**config.mk**
```make
export PLATFORM = sky130hd
export DESIGN_NAME = select_decoder_seq
export DESIGN_NICKNAME = d
export VERILOG_FILES = /design/src/rtl/sel_pkg.sv /design/src/rtl/sel_onehot_dec.sv /design/src/rtl/select_decoder_seq.sv
export SDC_FILE = /design/constraint.sdc
export NUM_CORES = 1
export LEC_CHECK = 0
export ABC_CLOCK_PERIOD_IN_PS = 4500
export CAP_MARGIN = 20
export CORE_ASPECT_RATIO = 0.9
export CORE_MARGIN = 4
export CORE_UTILIZATION = 55
export DETAILED_ROUTE_END_ITERATION = 16
export HOLD_SLACK_MARGIN = 0.12
export PLACE_DENSITY = 0.82
export SKIP_LAST_GASP = 1
export SLEW_MARGIN = 20
export SYNTH_ARGS = -nofsm -noshare
export SYNTH_HDL_FRONTEND = slang
export SYNTH_SLANG_ARGS = --single-unit
```
**constraint.sdc**
```tcl
create_clock -name clk -period 4.5 [get_ports clk]
set_input_delay 1.35 -clock clk [delete_from_list [all_inputs] [get_ports clk]]
set_output_delay 1.35 -clock clk [all_outputs]
set_load 0.01 [all_outputs]
```
**src/rtl/sel_pkg.sv**
```systemverilog
// Shared types and helpers for the select decoder path.
package sel_pkg;

  localparam int unsigned SEL_W_DEF = 2;

  typedef enum logic [1:0] {
    IDLE   = 2'd0,
    ACTIVE = 2'd1,
    GUARD  = 2'd2
  } state_e;

  // One-hot output width for a binary select of width sel_w.
  function automatic int unsigned out_w(input int unsigned sel_w);
    return 32'(1) << sel_w;
  endfunction

endpackage

```
**src/rtl/sel_onehot_dec.sv**
```systemverilog
// Combinational binary-to-one-hot decoder.
module sel_onehot_dec
  import sel_pkg::*;
#(
  parameter int unsigned SEL_W = SEL_W_DEF,
  localparam int unsigned OUT_W = out_w(SEL_W)
) (
  input  logic [SEL_W-1:0] i_sel,
  output logic [OUT_W-1:0] o_onehot
);

  // Exactly one bit set for every code.
  always_comb begin
    o_onehot        = '0;
    o_onehot[i_sel] = 1'b1;
  end

endmodule

```
**src/rtl/select_decoder_seq.sv**
```systemverilog
// Accepts a select code, holds its one-hot enable for a fixed window, then
// forces an all-zero guard gap before the next code (break-before-make).
module select_decoder_seq
  import sel_pkg::*;
#(
  parameter int unsigned SEL_W        = SEL_W_DEF,
  parameter int unsigned HOLD_CYCLES  = 4,
  parameter int unsigned GUARD_CYCLES = 1,
  parameter int unsigned CNT_W        = 4,
  localparam int unsigned OUT_W       = out_w(SEL_W)
) (
  input  logic             clk,
  input  logic             rst,
  input  logic [SEL_W-1:0] sel_i,
  input  logic             sel_valid_i,
  output logic             sel_ready_o,
  input  logic             flush_i,
  output logic [OUT_W-1:0] en_o,
  output logic             busy_o,
  output logic             done_o
);

  localparam logic [CNT_W-1:0] HOLD_LOAD  = CNT_W'(HOLD_CYCLES - 1);
  localparam logic [CNT_W-1:0] GUARD_LOAD =
    (GUARD_CYCLES > 0) ? CNT_W'(GUARD_CYCLES - 1) : '0;

  state_e           r_state;
  logic [CNT_W-1:0] r_cnt;
  logic [OUT_W-1:0] r_en;
  logic             r_done;
  logic             r_busy;
  logic             r_ready;

  logic [OUT_W-1:0] w_dec;
  logic             w_accept;

  sel_onehot_dec #(
    .SEL_W (SEL_W)
  ) u_dec (
    .i_sel    (sel_i),
    .o_onehot (w_dec)
  );

  // A code is taken only when idle, offered, and not being flushed.
  assign w_accept = sel_valid_i && r_ready && !flush_i;

  // Sequencer: one shared down-counter times both the hold and guard windows.
  always_ff @(posedge clk or posedge rst) begin
    if (rst) begin
      r_state <= IDLE;
      r_cnt   <= '0;
      r_en    <= '0;
      r_done  <= 1'b0;
      r_busy  <= 1'b0;
      r_ready <= 1'b1;
    end else begin
      r_done <= 1'b0;
      case (r_state)
        IDLE: begin
          if (w_accept) begin
            r_state <= ACTIVE;
            r_en    <= w_dec;
            r_cnt   <= HOLD_LOAD;
            r_busy  <= 1'b1;
            r_ready <= 1'b0;
          end
        end
        ACTIVE: begin
          if (r_cnt == '0 || flush_i) begin
            r_en   <= '0;
            r_done <= 1'b1;
            if (GUARD_CYCLES == 0) begin
              r_state <= IDLE;
              r_busy  <= 1'b0;
              r_ready <= 1'b1;
            end else begin
              r_state <= GUARD;
              r_cnt   <= GUARD_LOAD;
            end
          end else begin
            r_cnt <= r_cnt - CNT_W'(1);
          end
        end
        GUARD: begin
          if (r_cnt == '0) begin
            r_state <= IDLE;
            r_busy  <= 1'b0;
            r_ready <= 1'b1;
          end else begin
            r_cnt <= r_cnt - CNT_W'(1);
          end
        end
        default: begin
          r_state <= IDLE;
          r_en    <= '0;
          r_busy  <= 1'b0;
          r_ready <= 1'b1;
        end
      endcase
    end
  end

  assign sel_ready_o = r_ready;
  assign en_o        = r_en;
  assign busy_o      = r_busy;
  assign done_o      = r_done;

endmodule

```
Word-level counts from Yosys, hierarchy flattened
Cells that the tools add are included.

Word-level logic and storage cells: 50. Output and inout bits: 7. Input port bits: 6. Flip-flop bits (word level): 13.

Reductions and logical operators: 12. Bitwise logic cells: 2. Add/subtract/negate cells: 1. Multiplexer cells: 21. Magnitude comparators: 2. Eq/ne operators: 6.

Operators with widths (number): $pmux W4 S3 (2); $mux W4 (5); $reduce_and A3 Y1 (4); $ne A2 B2 Y1 const B (4); $mux W1 (7); $mux W2 (3); $pmux W1 S3 (2); $pmux W2 S3 (1); $logic_not A4 Y1 (1); $sub A4 B1 Y4 const B (1); $logic_and A1 B1 Y1 (3); $lt A2 B3 Y1 const B (1); $reduce_bool A3 Y1 (1); $demux W1 S2 (1); $eq A2 B1 Y1 const B (1); $eq A2 B2 Y1 const B (1); $ge A2 B1 Y1 const B (1); $logic_not A2 Y1 (1); $not A1 Y1 (2); $logic_not A1 Y1 (1); $logic_or A1 B1 Y1 (1).

Longest topological paths before layout
Depth in word-level cells: 6. Mapped depth: 7. Mapped depth without buffers: 6.

Hierarchy
Synthesis repeated with hierarchy kept, for this count alone.

Cell total of the unflattened synthesis: 76. Area total of the unflattened synthesis: 797.0 µm².

By module, submodules not included: select_decoder_seq (instances 1, cells each 72, area an instance 770.7 µm²); sel_onehot_dec (instances 1, cells each 4, area an instance 26.3 µm²).

Least setup slack after synthesis
Ideal clock, no wire load.

Path kind: input port to flip-flop. Start point: input flush_i. End point: register r_busy (netlist: busy_o). Cell stages on the path: 5. Arrival: 2.397 ns. Required time: 4.372 ns. Path slack: 1.976 ns. Library setup time: 0.128 ns. Cell sequence: nand3b_4 and2_1 buf_4 a211oi_4 mux2_1.

Cells in the longest elaborated chain, start to end: 4.

Ends and longest elaborated chain: from (decl) (RTL line select_decoder_seq.sv:17) `input logic flush_i,`; $logic_not A1 Y1 (RTL line select_decoder_seq.sv:45) `assign w_accept = sel_valid_i && r_ready && !flush_i;`; $logic_and A1 B1 Y1 (RTL line select_decoder_seq.sv:45); $ne A2 B2 Y1 (no source line); $reduce_and A3 Y1 (no source line); to (signal assigned) (RTL line select_decoder_seq.sv:54) `r_busy <= 1'b0;`; to (signal assigned) (RTL line select_decoder_seq.sv:64) `r_busy <= 1'b1;`; to (signal assigned) (RTL line select_decoder_seq.sv:74) `r_busy <= 1'b0;`; to (decl) (RTL line select_decoder_seq.sv:31) `logic r_busy;`.

Every way passes these cells. A chain may end at the register's enable or synchronous reset.

Final worst setup path
Same ends and word-level chain as after synthesis.

==> results.md <==
* Type of the setup path with the least slack: in2reg
* Top cell types by occurrence after synthesis: dfrtp_1 (12), inv_1 (7), ha_1 (6), o21ai_0 (6)
* Flip-flop and latch count after synthesis at 13
* Critical path origin: flush_i
* Setup crit end kind: flop
* Worst Path Required at 4.66 ns
* Number of violations of the max-capacitance limit at 0
* Horizontal die dimension at just under 50 µm
* Min-delay src: en_o[2]
* Number of nets in the synthesized netlist at 86
* Post-CTS setup buffer count at 0
* Share of synthesized registers carrying an async set or reset at 1.000
* Maximum number of pins on one net before global-route repair at 14
* Register clock-pin slew on the reported worst setup and hold paths at 0.07 ns
* Final layout net count at 101
* CTS tree: built
* DIE AREA at 2178 µm²
* Max IR drop VDD at 0.0004246 V
* Combinational power share at 0.605
* Power share of the sequential group at 0.298
* DRC violations left at 0
* Clock power share at 0.097
* Ratio of routed vias to standard cells at 6.010
* Slew margin rel. at 0.6718
* Pins Over Slew Limit at 0
* Routed length per instance at 15.16 µm
* Wire length reported by the detailed router at 1.546 mm
* First-pass GRT wire length at 2.711 mm
* ANT cells at 0
* Syn Area/Cell at 11.11 µm²
* Number of enable-type register cells in the synthesized netlist at 0
* Most repeated cell in the gate-level netlist after synthesis: dfrtp_1
* PortBufs at 12
* Die Ht at 44.68 µm
* FF+latch area at 326.6 µm²
* Vias post-DR at 613
* Final-report hold violation count at 0
* Maximum clock skew at final layout at 0.001632 ns
* 1st-pass router iterations at 4
* Critical Path Fanout Max at 7
* Total net switching power at a little under 300 µW
* Worst EP arrival at 2.94 ns
* Cell count after synthesis at 74
* Share of layout cells above drive strength 1 at 0.1364
* Combined global-route utilization of all metal layers at 0.1626
* Final Wtd Congestion at 0.7676
* Sw frac at 0.4163
* Worst hold slack after final layout at slightly below 0.5 ns
* Worst setup SP type: input port
* Cell type contributing the most total cell area after synthesis: dfrtp_1
* Synth Cell Area at between 800 and 900 µm²
* Leakage power figure at 0.4483 nW
* DP HPWL at approximately 1.2 mm
* Count of clock tree sinks at 13
* Tightest Hold Check Type: reg2reg
* Achievable clock frequency at roughly 360 MHz
* Setup repair after global routing missed its margin: no
* Power Dens Cells at 728.7 nW/µm²
* Startpoint of the lowest-slack register-to-register path: r_cnt[0]
* Synthesis-to-finish area growth at 18.42%
* Area share of the leading cell type in the synthesized netlist at 0.3653
* Total internal power at 414.1 µW
* Dominant cells by area after synthesis: dfrtp_1 (37%), ha_1 (9.1%), mux2_1 (4.1%)
* Total Negative Setup Slacks at 0 ns
* Status: finished, final reports clean
* Via count of the first global-routing pass at roughly 640
* Fill cell total of the finished layout at 107
* Sequential cell area fraction in the yosys report at 0.3973
* Total clock buffers created by CTS at 3
* Number of warnings reported in the yosys synthesis log at 0
* Buffer type at the clock tree root: clkbuf_4
* Number of hold buffers added after cts at 0
* Post-DRT Antenna Nets at 0
* Time the final worst path needs with I/O delays and setup at 2.779 ns
* I/O pin count at 13
* Starting density of the core at 0.6222
* Skew-Pair Late Insertion Delay at 0.27 ns
* H-tree depth reported by CTS at 1
* Gr ovfl total at 0
* Antenna violations before repair at 0
* Maximum count of clock buffers along a single path at 2
* Total setup violations reported at the end of the flow at 0
* Floorplan row count at 12
* Actual transition at the worst max-transition pin at 0.4918 ns
* Resized cells post-CTS at 0
* Most used flip-flop cell after synthesis: dfrtp_1
* Total area of multi-input combinational cells at 456.7 µm²
* Placeable Area at approximately 1300 µm²
* Number of DRC markers after the initial detailed-route iteration at 2
* Post-synth cell types at 35
* Final clock period utilization by the worst path at 0.6175
-- cell usage in the layout, fill, tap and decap left out, types with 3 or more instances in the layout --
cell type	instances
ha_1	6
clkdlybuf4s50_1	12
inv_1	7
clkbuf_4	3
mux2_1	3
o21ai_0	6
dfrtp_1	12
a21oi_1	3
nand2_1	3
-- layer usage --
metal / vias up / wire length (µm) / part of all wire / GRT usage
met3: 4 / 115 / 0.074 / 0.07407
met1: 292 / 652 / 0.42 / 0.1746
met2: 21 / 763 / 0.49 / 0.2865
met5: - / 0 / 0 / 0
met4: 0 / 14 / 0.0091 / 0.05376
li1: 296 / - / - / -
-- registers in the layout (all words and copies together) (netlist names) --
signal,flops
en_o,4
r_cnt,4
r_state,2
busy_o,1
done_o,1
sel_ready_o,1
-- power groups by stage --
stage               sequential (mW)  clock, mW  combinational (mW)
global route                  0.220     0.0808               0.464
finish                        0.212     0.0685               0.429
floorplan                     0.220          0               0.301
global placement              0.210          0               0.413
CTS                           0.211     0.0716               0.429
detailed placement            0.214          0               0.426
-- stage by stage --
step                setup WS, ns  area [µm²]  utilization  std cells  total power, mW
floorplan                  1.976       822.0            -         74           0.5208
global placement           1.495       947.2       0.7169         98           0.6225
detailed placement         1.430       947.2       0.7169         98           0.6400
CTS                        1.720       973.4       0.7367        102           0.7122
global route               1.675       973.4       0.7367        102           0.7656
finish                     1.721       973.4       0.7367        102           0.7093
-- layout make-up --
class,instances,area share
Clock buffer,4,0.02699
Inverter,7,0.02699
Multi-Input combinational cell,52,0.4692
Sequential cell,13,0.3355
Tap cell,14,0.01799
Timing Repair Buffer,12,0.1234
-- logic make-up (layout without fill, tap and decap cells) --
kind of cell	Yosys count	after routing	synth area share
simple gates	21	21	0.1827
mux	5	5	0.06697
fa+ha+maj	6	6	0.09132
flops	13	13	0.3973
compound gates	20	20	0.2146
buf+inv	9	23	0.04719
-- final timing paths --
kind                            depth (start not counted)  slack [ns]           to
worst max-delay path                                    5        1.72       busy_o
worst min-delay path                                    1        0.49      en_o[2]
worst max register to register                          6        2.59      en_o[2]
worst min register to register                          1        0.49      en_o[2]
max in group asynchronous                               2        2.75  sel_ready_o
min in group asynchronous                               2        1.40      en_o[2]
-- worst max-delay path, cell delays in order --
cell and delay (ns):
clkdlybuf4s50_1 0.44, nand3b_4 0.19, and2_1 0.28, a211oi_4 0.32
mux2_1 0.35
No activity file was read; power rests on OpenSTA's default activity.
